<file path="config.mk">
export PLATFORM = sky130hd
export DESIGN_NAME = serial_shift_ctrl
export DESIGN_NICKNAME = d
export VERILOG_FILES = /design/src/rtl/serial_ctrl_pkg.sv /design/src/rtl/shift_reg_core.sv /design/src/rtl/serial_shift_ctrl.sv
export SDC_FILE = /design/constraint.sdc
export NUM_CORES = 1
export LEC_CHECK = 0
export BUFFER_PORTS_ARGS = -buffer_cell sky130_fd_sc_hd__clkbuf_2
export CORE_MARGIN = 5
export CORE_UTILIZATION = 54
export CTS_CLUSTER_SIZE = 10
export DETAILED_ROUTE_END_ITERATION = 6
export GPL_ROUTABILITY_DRIVEN = 0
export PLACE_DENSITY = 0.84
export SETUP_SLACK_MARGIN = 0.3
export SKIP_CTS_REPAIR_TIMING = 1
export SYNTH_ARGS = -nofsm -noshare
export SYNTH_HDL_FRONTEND = slang
export SYNTH_SLANG_ARGS = --single-unit
</file>
<file path="constraint.sdc">
create_clock -name clk -period 3.55 [get_ports clk]
set_input_delay 0.71 -clock clk [delete_from_list [all_inputs] [get_ports clk]]
set_output_delay 0.71 -clock clk [all_outputs]
set_load 0.03 [all_outputs]
</file>
<file path="src/rtl/serial_ctrl_pkg.sv">
// Shared constants for the serial shift sequencer: state encoding and default word width.
// Build option SERIAL_PARITY_EN (see serial_shift_ctrl) makes the PAR state reachable.
package serial_ctrl_pkg;

   localparam int DEFAULT_WIDTH = 8;

   typedef enum logic [1:0] {
      IDLE  = 2'd0,
      SHIFT = 2'd1,
      PAR   = 2'd2,
      FIN   = 2'd3
   } state_t;

   function automatic logic parity_step(input logic acc, input logic bit_in);
      return acc ^ bit_in;
   endfunction

endpackage

</file>
<file path="src/rtl/shift_reg_core.sv">
// WIDTH-bit D-flop chain: synchronous clear, parallel load, right shift with zero fill.
// Only the LSB leaves the block; clear has priority over load, load over shift.
import serial_ctrl_pkg::*;

module shift_reg_core #(
   parameter int WIDTH = DEFAULT_WIDTH
) (
   input  logic             clk,
   input  logic             clr,
   input  logic             load,
   input  logic             shift_en,
   input  logic [WIDTH-1:0] d,
   output logic             lsb
);

   logic [WIDTH-1:0] q;

   always_ff @(posedge clk) begin
      if (clr) begin
         q <= '0;
      end else if (load) begin
         q <= d;
      end else if (shift_en) begin
         q <= {1'b0, q[WIDTH-1:1]};
      end
   end

   assign lsb = q[0];

endmodule

</file>
<file path="src/rtl/serial_shift_ctrl.sv">
// Parallel-to-serial sequencer: captures din on a start handshake and sends it LSB-first on sout.
// Define SERIAL_PARITY_EN to append an even-parity bit after the data bits.
//
//  state | meaning
//  IDLE  | waiting for start; ready high unless the done pulse is showing
//  SHIFT | one data bit per edge onto sout, cnt counts bits sent
//  PAR   | parity bit onto sout (SERIAL_PARITY_EN builds only)
//  FIN   | raise done for one cycle, then back to IDLE
import serial_ctrl_pkg::*;

module serial_shift_ctrl #(
   parameter int WIDTH = DEFAULT_WIDTH
) (
   input  logic             clk,
   input  logic             rst,
   input  logic [WIDTH-1:0] din,
   input  logic             start,
   input  logic             abort,
   output logic             ready,
   output logic             sout,
   output logic             svalid,
   output logic             done
);

   localparam int                CNT_W    = $clog2(WIDTH);
   localparam logic [CNT_W-1:0] CNT_LAST = CNT_W'(WIDTH - 1);

   state_t           state, state_nxt;
   logic [CNT_W-1:0] cnt, cnt_nxt;
   logic             sout_nxt, svalid_nxt, done_nxt;
   logic             sreg_clr, sreg_load, sreg_shift;
   logic             sreg_lsb;
   logic             accept;
`ifdef SERIAL_PARITY_EN
   logic             par_acc, par_acc_nxt;
`endif

   // done blocks ready so that a held start always sees one idle cycle between frames
   assign ready  = (state == IDLE) && !done;
   assign accept = start && ready && !abort;

   shift_reg_core #(
      .WIDTH (WIDTH)
   ) u_sreg (
      .clk      (clk),
      .clr      (rst || sreg_clr),
      .load     (sreg_load),
      .shift_en (sreg_shift),
      .d        (din),
      .lsb      (sreg_lsb)
   );

   always_comb begin
      state_nxt   = state;
      cnt_nxt     = cnt;
      sout_nxt    = 1'b0;
      svalid_nxt  = 1'b0;
      done_nxt    = 1'b0;
      sreg_clr    = 1'b0;
      sreg_load   = 1'b0;
      sreg_shift  = 1'b0;
`ifdef SERIAL_PARITY_EN
      par_acc_nxt = par_acc;
`endif

      case (state)
         IDLE: begin
            if (accept) begin
               sreg_load   = 1'b1;
               cnt_nxt     = '0;
               state_nxt   = SHIFT;
`ifdef SERIAL_PARITY_EN
               par_acc_nxt = 1'b0;
`endif
            end
         end
         SHIFT: begin
            sout_nxt    = sreg_lsb;
            svalid_nxt  = 1'b1;
            sreg_shift  = 1'b1;
`ifdef SERIAL_PARITY_EN
            // accumulating the bits as they leave keeps parity tied to the captured word
            par_acc_nxt = parity_step(par_acc, sreg_lsb);
`endif
            if (cnt == CNT_LAST) begin
               cnt_nxt = '0;
`ifdef SERIAL_PARITY_EN
               state_nxt = PAR;
`else
               state_nxt = FIN;
`endif
            end else begin
               cnt_nxt = cnt + 1'b1;
            end
         end
`ifdef SERIAL_PARITY_EN
         PAR: begin
            sout_nxt   = par_acc;
            svalid_nxt = 1'b1;
            state_nxt  = FIN;
         end
`endif
         FIN: begin
            done_nxt  = 1'b1;
            state_nxt = IDLE;
         end
         default: begin
            state_nxt = IDLE;
         end
      endcase

      if (abort && (state != IDLE)) begin
         state_nxt   = IDLE;
         cnt_nxt     = '0;
         sout_nxt    = 1'b0;
         svalid_nxt  = 1'b0;
         done_nxt    = 1'b0;
         sreg_clr    = 1'b1;
         sreg_load   = 1'b0;
         sreg_shift  = 1'b0;
`ifdef SERIAL_PARITY_EN
         par_acc_nxt = 1'b0;
`endif
      end
   end

   always_ff @(posedge clk) begin
      if (rst) begin
         state   <= IDLE;
         cnt     <= '0;
         sout    <= 1'b0;
         svalid  <= 1'b0;
         done    <= 1'b0;
`ifdef SERIAL_PARITY_EN
         par_acc <= 1'b0;
`endif
      end else begin
         state   <= state_nxt;
         cnt     <= cnt_nxt;
         sout    <= sout_nxt;
         svalid  <= svalid_nxt;
         done    <= done_nxt;
`ifdef SERIAL_PARITY_EN
         par_acc <= par_acc_nxt;
`endif
      end
   end

endmodule

</file>
---- Word level (Yosys, flattened, before mapping) ----
Cells that the tools add are included.
storage, ports and cells
  register bits ........................... 16
  input bits .............................. 12
  output and inout port bits .............. 4
  word-level logic and storage cells ...... 43
operators by class
  $add $sub $neg .......................... 1
  eq/ne operators ......................... 5
  multiplexer cells ....................... 15
  bitwise gates (word level) .............. 1
  reduce and logical (&&, ||, !) cells .... 15
operators with widths
  kind                                                 count
  2-to-1 mux 8 bit                                     2
  2-to-1 mux 1 bit                                     7
  2-to-1 mux 3 bit                                     2
  one-hot mux 3 bit (2 select lines)                   1
  nonzero test 2 bit                                   3
  logical AND 1 bit                                    4
  2-to-1 mux 2 bit                                     2
  != test 2 bit, second input constant                 2
  one-hot mux 2 bit (2 select lines)                   1
  AND reduction 2 bit                                  2
  adder 3 x 1 -> 3 bit, second input constant          1
  equality test 3 bit, second input constant           1
  OR reduction 3 bit                                   1
  equality test 2 x 1 -> 1 bit, second input constant  1
  equality test 2 bit, second input constant           1
  logical NOT 1 bit                                    2
  logical NOT 2 bit                                    1
  OR reduction 2 bit                                   1
  logical OR 1 bit                                     1
  inverter 1 bit                                       1

---- Longest topological paths before layout ----
Gate-level depths: netlist of run 1.
  depth after elaboration ................. 8
  gate-level depth with buffers ........... 5
  mapped depth without buffers ............ 4

---- Cells and area by module ----
Synthesis of run 1 repeated with hierarchy kept, for this count alone.
second synthesis, totals
  cells, all modules ...................... 75
  area total of the unflattened synthesis .. 733.2 um^2
by module, submodules not included
  module             instances  cells an instance  area an instance (um^2)  sequential area each (um^2)
  shift_reg_core     1          35                 369.1                    160.2
  serial_shift_ctrl  1          40                 364.1                    160.2

---- Worst setup path after synthesis of run 1 ----
OpenSTA, ideal clock, no wires.
  kind .................................... register to output
  start point ............................. register done
  end point ............................... output port ready
  data arrival time ....................... 1189 ps
  slack ................................... 1651 ps
  cell stages (with the launch flop) ...... 4
  path through ............................ dfxtp_1 -> or3_4 -> clkbuf_1 -> inv_1
on the way
  word-level cells in the longest chain between the ends .. 2
ends and longest elaborated chain
  what                    line                      text
  start, declared         serial_shift_ctrl.sv:22   output logic done
  start signal, assigned  serial_shift_ctrl.sv:142  done <= done_nxt;
  logical NOT 1 bit       serial_shift_ctrl.sv:39   assign ready = (state == IDLE) && !done;
  logical AND 1 bit       serial_shift_ctrl.sv:39
  end, declared           serial_shift_ctrl.sv:19   output logic ready,
No other way between the ends.

---- Worst setup path in the final report of run 1 ----
  start point ............................. register state[0]
  end point ............................... output port ready
on the way
  word-level cells in the longest chain between the ends .. 2
ends and longest elaborated chain
  what                    line                      text
  start, declared         serial_shift_ctrl.sv:28   state_t state, state_nxt;
  start signal, assigned  serial_shift_ctrl.sv:138  state <= state_nxt;
  logical NOT 2 bit       serial_shift_ctrl.sv:39
  logical AND 1 bit       serial_shift_ctrl.sv:39
No other way between the ends.

==> impl_metrics.ini, run 1 <==
[run_status]
status = complete, no violations

[global_routing]
grt_max_degree = 14
met1_usage = 0.207
antenna_found_initial = 0
met2_usage = 0.212
grt.busiest_layer = met2
grt_pass1_wl_mm = 2.33
gr-usage-all-layers = 0.151
grt_pass1_vias = 543
grt_use_met3 = 0.0625
grt-ovfl-total = 0

[sta]
finalHoldViolCount = 0
skew_ps = 1.71
tightest_slew_ps = 767
fin_crit_ps = 2170
slew_violations = 0
fmax_ghz = 0.462
hold_ws_ps = 488
setup_viol = 0
setup_tns_ps = 0
relSlewSlack = 0.487
period_share = 0.610
rsz0062_at_grt = false

[final_layout]
finalInstanceArea_sq_um = 805
drive_above_1_share = 0.234
layout.nets = 109
regArea_sq_um = 320
multiInputGateArea_sq_um = 347
fillCellCount = 116
stdcell_count = 109
antenna_cells = 0
area_delta_synth_final_pct = 14.6

[yosys]
synth_top_area_share = 0.456
yosysSeqAreaShare = 0.456
avgSynthCellArea_sq_um = 8.77
synth_nets = 94
async_flop_share = 0
synth.distinct_cells = 23
synth_seq_cells = 16
syn_area_sq_um = 702
synth-edff-count = 0
ys.flop_type = dfxtp_1
syn_inst = 80
post-synth-top-area-cell = dfxtp_1
synth_warnings = 0
ys_top_cells_by_area = dfxtp_1, nand2_1, a311oi_1

[placement]
portBuffers = 15
dp_cells = 105
dpl_cell_area_sq_um = 768
dp_hpwl_microns = 998

[setup_path]
worst_ep_arrival_time_ps = 1460
crit_chain = or3_4, inv_1, clkbuf_2
worstRegToRegCells = 3
path_buf_inv = 2
cpMaxStageDelayCell = or3_4
required_ps = 2840
path_max_fanout = 13
slowest_delay_ps = 490
critPathCaptureType = primary output
cp_top_family = simple AND/OR/NAND/NOR gates
critical_path_class = flip-flop to primary output
cp.depth = 3
start_kind = flip-flop

[detailed_routing]
totalWireLength_mm = 1.41
vias = 618
first_iter_violations = 12
antenna_left = 0
detail_route.vias_per_cell = 5.67
wl_per_cell_microns = 12.9
drt_drc_violations_left = 0
firstDrtPassIters = 4

[power]
vdd_drop_max_mv = 0.355
p_total_uw = 357
leakagePower_uw = 0.000313
power_density_mw_per_mm2 = 443

[job]
cap_violations = 0

[clock_network]
clock-sinks = 16
h-tree-depth = 1
cts_root_buf = clkbuf_4
clkLatencyLatePin_ps = 290
clkTransAtPathRegs_ps = 90
clock_path_buffers = 2
numCtsBuffers = 3
cts_tree = yes

[die]
core_area_sq_mm = 0.00127
ios = 16
dieHeight_microns = 46.1
die_area_sq_mm = 0.00212
die_w_microns = 46.1
rows = 13
initial_core_util = 0.553

[min_path]
min_path_type = flip-flop to flip-flop
holdPathStages = 1
-- logic make-up (layout without fill, tap and decap cells) --
| family | Yosys count | in the layout | share of synthesized area |
|---|---|---|---|
| AOI/OAI and AO/OA | 17 | 17 | 0.184 |
| adders and majority gates | 2 | 2 | 0.0356 |
| buffers and inverters | 7 | 21 | 0.0499 |
| DFF | 16 | 16 | 0.456 |
| and+or+nand+nor | 38 | 38 | 0.275 |
-- per-layer routing --
| metal | routed length (microns) | vias to the layer above |
|---|---|---|
| met5 | 0 | - |
| met4 | 12 | 0 |
| met1 | 635 | 280 |
| met3 | 122 | 2 |
| li1 | - | 314 |
| met2 | 636 | 22 |
-- synth_stat cells (all sizes together) (2+ instances only) --
cell type  count
or3            2
nand2         17
inv            2
a21oi          4
dfxtp         16
nand2b         3
nor3           7
a311oi         7
ha             2
and2           2
clkbuf         3
buf            2
o211ai         4
nor2           2
-- state kept, by name, summed over array words and instances, names as in the netlist --
| signal | flops |
|---|---|
| cnt | 3 |
| svalid | 1 |
| state | 2 |
| done | 1 |
| sout | 1 |
| u_sreg.q | 8 |
-- final timing paths --
| kind | end | startpoint | slack (ps) |
|---|---|---|---|
| setup / recovery | ready | state[0] | 1380 |
| hold / removal | sout | u_sreg.q[0] | 490 |
| setup reg to reg | u_sreg.q[4] | state[0] | 1940 |
| hold reg to reg | sout | u_sreg.q[0] | 490 |
-- area by class of cell --
| class | count | share of cell area |
|---|---|---|
| well taps | 15 | 0.0233 |
| repair buffers | 15 | 0.0933 |
| multi-input cells | 57 | 0.431 |
| inverters | 2 | 0.00933 |
| flip-flops and latches | 16 | 0.398 |
| clock buffers | 4 | 0.0451 |
-- power by group --
part | switching (uW) | leakage [uW] | internal, uW
sequential | 5.54 | 0.000130 | 188
combinational | 24.9 | 0.000162 | 16.8
clock | 58.7 | 0.0000210 | 62.5
-- metrics by stage --
step	worst slack, ps	util
2_1_floorplan	1650	-
3_3_place_gp	1620	0.606
3_5_place_dp	1570	0.606
4_1_cts	1380	0.634
5_1_grt	1310	0.634
6_report	1380	0.634
-- worst reg2reg max path, delay by kind of cell (launching register included) --
kind               cells  cell delay [ps]
and+or+nand+nor        2              800
DFF                    1              440
AOI/OAI and AO/OA      1              280
-- cells in the final DEF (no fill, tap or decap), types with 3 or more instances in the layout --
cell type  instances
a311oi_1           7
clkbuf_4           3
o211ai_1           4
clkbuf_2          15
nand2b_1           3
nor3_1             7
nand2_1           17
dfxtp_1           16
a21oi_1            4
Power figures use the tool's default switching activity.
==> run 2, diff against run 1 <==
- CORE_UTILIZATION: 54 -> 50
- PLACE_DENSITY: 0.84 -> 0.79
- clock period: 3.55 -> 2.04 ns (I/O delays scaled with it)
==> impl_metrics.ini, run 2 (same netlist as run 1, synthesis figures left out) <==
[die]
initial_core_util = 0.533
core_area_sq_mm = 0.00132
dieHeight_microns = 47.5
die_area_sq_mm = 0.00225
die_w_microns = 47.5
rows = 13
ios = 16

[sta]
finalHoldViolCount = 0
setup_slack_ps = 349
fmax_ghz = 0.591
fin_crit_ps = 1690
slew_violations = 0
skew_ps = 8.48
setup_viol = 0
rsz0062_at_grt = false
relSlewSlack = 0.650
tightest_slew_ps = 525
setup_tns_ps = 0
period_share = 0.829

[placement]
dp_hpwl_mm = 1.03
portBuffers = 15
post-place-ws_ps = 475

[global_routing]
grt_pass1_wl_mm = 2.39
antenna_found_initial = 0
grt_pass1_vias = 561
grt_max_degree = 14
gr-usage-all-layers = 0.152
grt-ovfl-total = 0

[clock_network]
cts_root_buf = clkbuf_4
clkTransAtPathRegs_ps = 90
clkLatencyLatePin_ps = 290
cts_tree = yes
h-tree-depth = 1
clock_path_buffers = 2
clock-sinks = 16
numCtsBuffers = 3

[setup_path]
crit_path_end = ready
path_max_fanout = 8
critPathCaptureType = primary output
reg2reg_from = state[1]
timing.rr.end = u_sreg.q[4]
start_kind = flip-flop
startpoint = state[1]
worst_ep_arrival_time_ps = 1280
r2r_slack_ps = 530
required_ps = 1630
critical_path_class = flip-flop to primary output
worstRegToRegCells = 3

[final_layout]
reg_top3 = u_sreg.q: 8 flops, cnt: 3 flops, state: 2 flops
largest_reg_flops = 8
layout.nets = 113
drive_above_1_share = 0.296
antenna_cells = 0
top_register = u_sreg.q
fillCellCount = 123
final_cell_mix = nand2_1, dfxtp_1, clkbuf_2, nor3_1, a311oi_1
mostFrequentLayoutCell = nand2_1
area_delta_synth_final_pct = 20.5

[run_status]
status = complete, no violations

[job]
cap_violations = 0

[detailed_routing]
vias = 629
detail_route.vias_per_cell = 5.57
wl_per_cell_microns = 12.7
totalWireLength_mm = 1.44
antenna_left = 0
drt_drc_violations_left = 0
first_iter_violations = 13
firstDrtPassIters = 4

[power]
vdd_drop_max_mv = 0.410
power_density_mw_per_mm2 = 739
leakagePower_uw = 0.000337

[min_path]
min_path_type = input port to flip-flop
## run 2: cell types whose count changed in the layout (fill, tap and decap cells not counted), sizes merged
| cell | delta |
|---|---|
| clkbuf | -1 |
| buf | +5 |
## run 2: layout make-up
cell class              instances  area, sq um  area share
flip-flops and latches         16          325       0.385
inverters                       2         7.51     0.00888
multi-input cells              57          347       0.410
repair buffers                 19          111       0.132
clock buffers                   4         36.3      0.0429
well taps                      15         18.8      0.0222
## run 2: metal layers
layer / wire length [microns] / vias up / track usage
met5: 0 / - / 0
met4: 8 / 0 / 0.0829
met3: 111 / 2 / 0.0451
met2: 637 / 16 / 0.222
met1: 677 / 287 / 0.200
li1: - / 324 / -
## run 2: power breakdown
group | internal, uW | switching (uW)
Clock | 109 | 98.9
Sequential | 327 | 9.39
Combinational | 36.7 | 44.5
## run 2: through the flow
stage / std cells / util / instance area [sq um] / hold WS, ps / power [uW]
floorplan: 80 / - / 702 / 430 / 396
global placement: 107 / 0.594 / 783 / 458 / 418
detailed placement: 107 / 0.594 / 783 / 451 / 419
CTS: 111 / 0.622 / 820 / 301 / 628
global route: 113 / 0.642 / 846 / 305 / 663
finish: 113 / 0.642 / 846 / 310 / 625
## run 2: how the worst min path moves through the flow
stage / endpoint / from / depth (start not counted) / slack, ps
floorplan: sout / u_sreg.q[0] / 1 / 430
global placement: sout / u_sreg.q[0] / 1 / 460
detailed placement: sout / u_sreg.q[0] / 1 / 450
CTS: svalid / rst / 2 / 300
global route: svalid / rst / 2 / 300
finish: svalid / rst / 2 / 310
## run 2: critical path: stages (launching register included)
cell	delay, ps
dfxtp_4	380
or3_4	420
inv_2	80
buf_6	120
==> run 3, diff against run 2 <==
- clock period: 2.04 -> 1.6 ns (I/O delays scaled with it)
==> impl_metrics.ini, run 3 (same netlist as run 1, synthesis figures left out) <==
[die]
die_w_microns = 47.5
core_area_sq_mm = 0.00132
dieHeight_microns = 47.5
ios = 16
die_area_sq_mm = 0.00225
rows = 13
initial_core_util = 0.533

[setup_path]
cp_top_family = simple AND/OR/NAND/NOR gates
crit_chain = or3_4, inv_4, buf_6
cpMaxStageDelayCell = or3_4
reg2reg_from = state[1]
required_ps = 1280
worst_ep_arrival_time_ps = 1250
r2r_slack_ps = 110
critical_path_class = flip-flop to primary output
worstRegToRegCells = 3
timing.rr.end = u_sreg.q[0]
start_kind = flip-flop
path_buf_inv = 2
critPathCaptureType = primary output
path_max_fanout = 5
slowest_delay_ps = 400

[run_status]
status = complete, no violations

[power]
leakagePower_uw = 0.000354
vdd_drop_max_mv = 0.513
p_total_uw = 757
power_density_mw_per_mm2 = 856

[detailed_routing]
vias = 679
firstDrtPassIters = 4
wl_per_cell_microns = 14.5
first_iter_violations = 18
antenna_left = 0
drt_drc_violations_left = 0
detail_route.vias_per_cell = 5.85
totalWireLength_mm = 1.68

[sta]
rsz0062_at_grt = true
fmax_ghz = 0.635
finalHoldViolCount = 0
hold_ws_ps = 227
skew_ps = 4.71
setup_viol = 0
tightest_slew_ps = 316
period_share = 0.984
setup_tns_ps = 0
fin_crit_ps = 1570
setup_slack_ps = 26.2
relSlewSlack = 0.789
slew_violations = 0

[final_layout]
reg_top3 = u_sreg.q: 8 flops, cnt: 3 flops, state: 2 flops
drive_above_1_share = 0.356
antenna_cells = 0
top_register = u_sreg.q
layout.nets = 117
final_cell_mix = nand2_1, clkbuf_2, dfxtp_1, buf_4, nor3_1
mostFrequentLayoutCell = nand2_1
area_delta_synth_final_pct = 26.0
largest_reg_flops = 8
stdcell_count = 116

[clock_network]
cts_tree = yes
clkLatencyLatePin_ps = 290
clock_path_buffers = 2
cts_root_buf = clkbuf_4
clock-sinks = 16
h-tree-depth = 1
clkTransAtPathRegs_ps = 90
numCtsBuffers = 3

[global_routing]
grt_max_degree = 14
grt_pass1_wl_mm = 2.55
grt-ovfl-total = 0
gr-usage-all-layers = 0.166
grt_pass1_vias = 603
antenna_found_initial = 0

[min_path]
hold_path_end = svalid
holdPathStages = 2
min_path_type = input port to flip-flop
min_from = rst

[placement]
post-place-ws_ps = 110
dp_hpwl_mm = 1.10
dp_cells = 108
portBuffers = 15

[job]
cap_violations = 0
==> run 3: cell types whose count changed in the layout (fill, tap and decap cells not counted), sizes merged <==
cell and change:
clkbuf -1, buf +4
==> run 3: area by class of cell <==
class,instances,area [sq um]
clock buffer,3,22.5
fill,108,433
inverter,2,10.0
multi-input combinational,57,365
sequential,16,327
tap,15,18.8
timing repair buffer,23,141
==> run 3: how the worst max path moves through the flow <==
stage,start,to,slack (ps),cells past startpoint
floorplan,state[0],state[0],270,4
global placement,state[0],u_sreg.q[0],170,3
detailed placement,state[0],u_sreg.q[1],110,3
CTS,state[0],ready,-60,3
global route,state[1],ready,-1,3
finish,state[1],ready,30,3
==> run 3: power breakdown <==
| group | total [uW] | switching, uW | internal [uW] |
|---|---|---|---|
| clock | 214 | 126 | 87.6 |
| combinational | 114 | 62.4 | 51.9 |
| sequential | 429 | 12.1 | 416 |
| total | 757 | 201 | 556 |
==> run 3: through the flow <==
step / util / area (sq um)
after floorplan: - / 712
after global placement: 0.605 / 797
after detailed placement: 0.605 / 797
after CTS: 0.622 / 820
after global routing: 0.671 / 885
final: 0.671 / 885
==> run 3: routing by layer <==
metal	up-vias	GRT usage	share of wire
li1	333	-	-
met5	-	0	0
met1	304	0.206	0.42
met3	8	0.0338	0.096
met2	34	0.254	0.44
met4	0	0.116	0.039
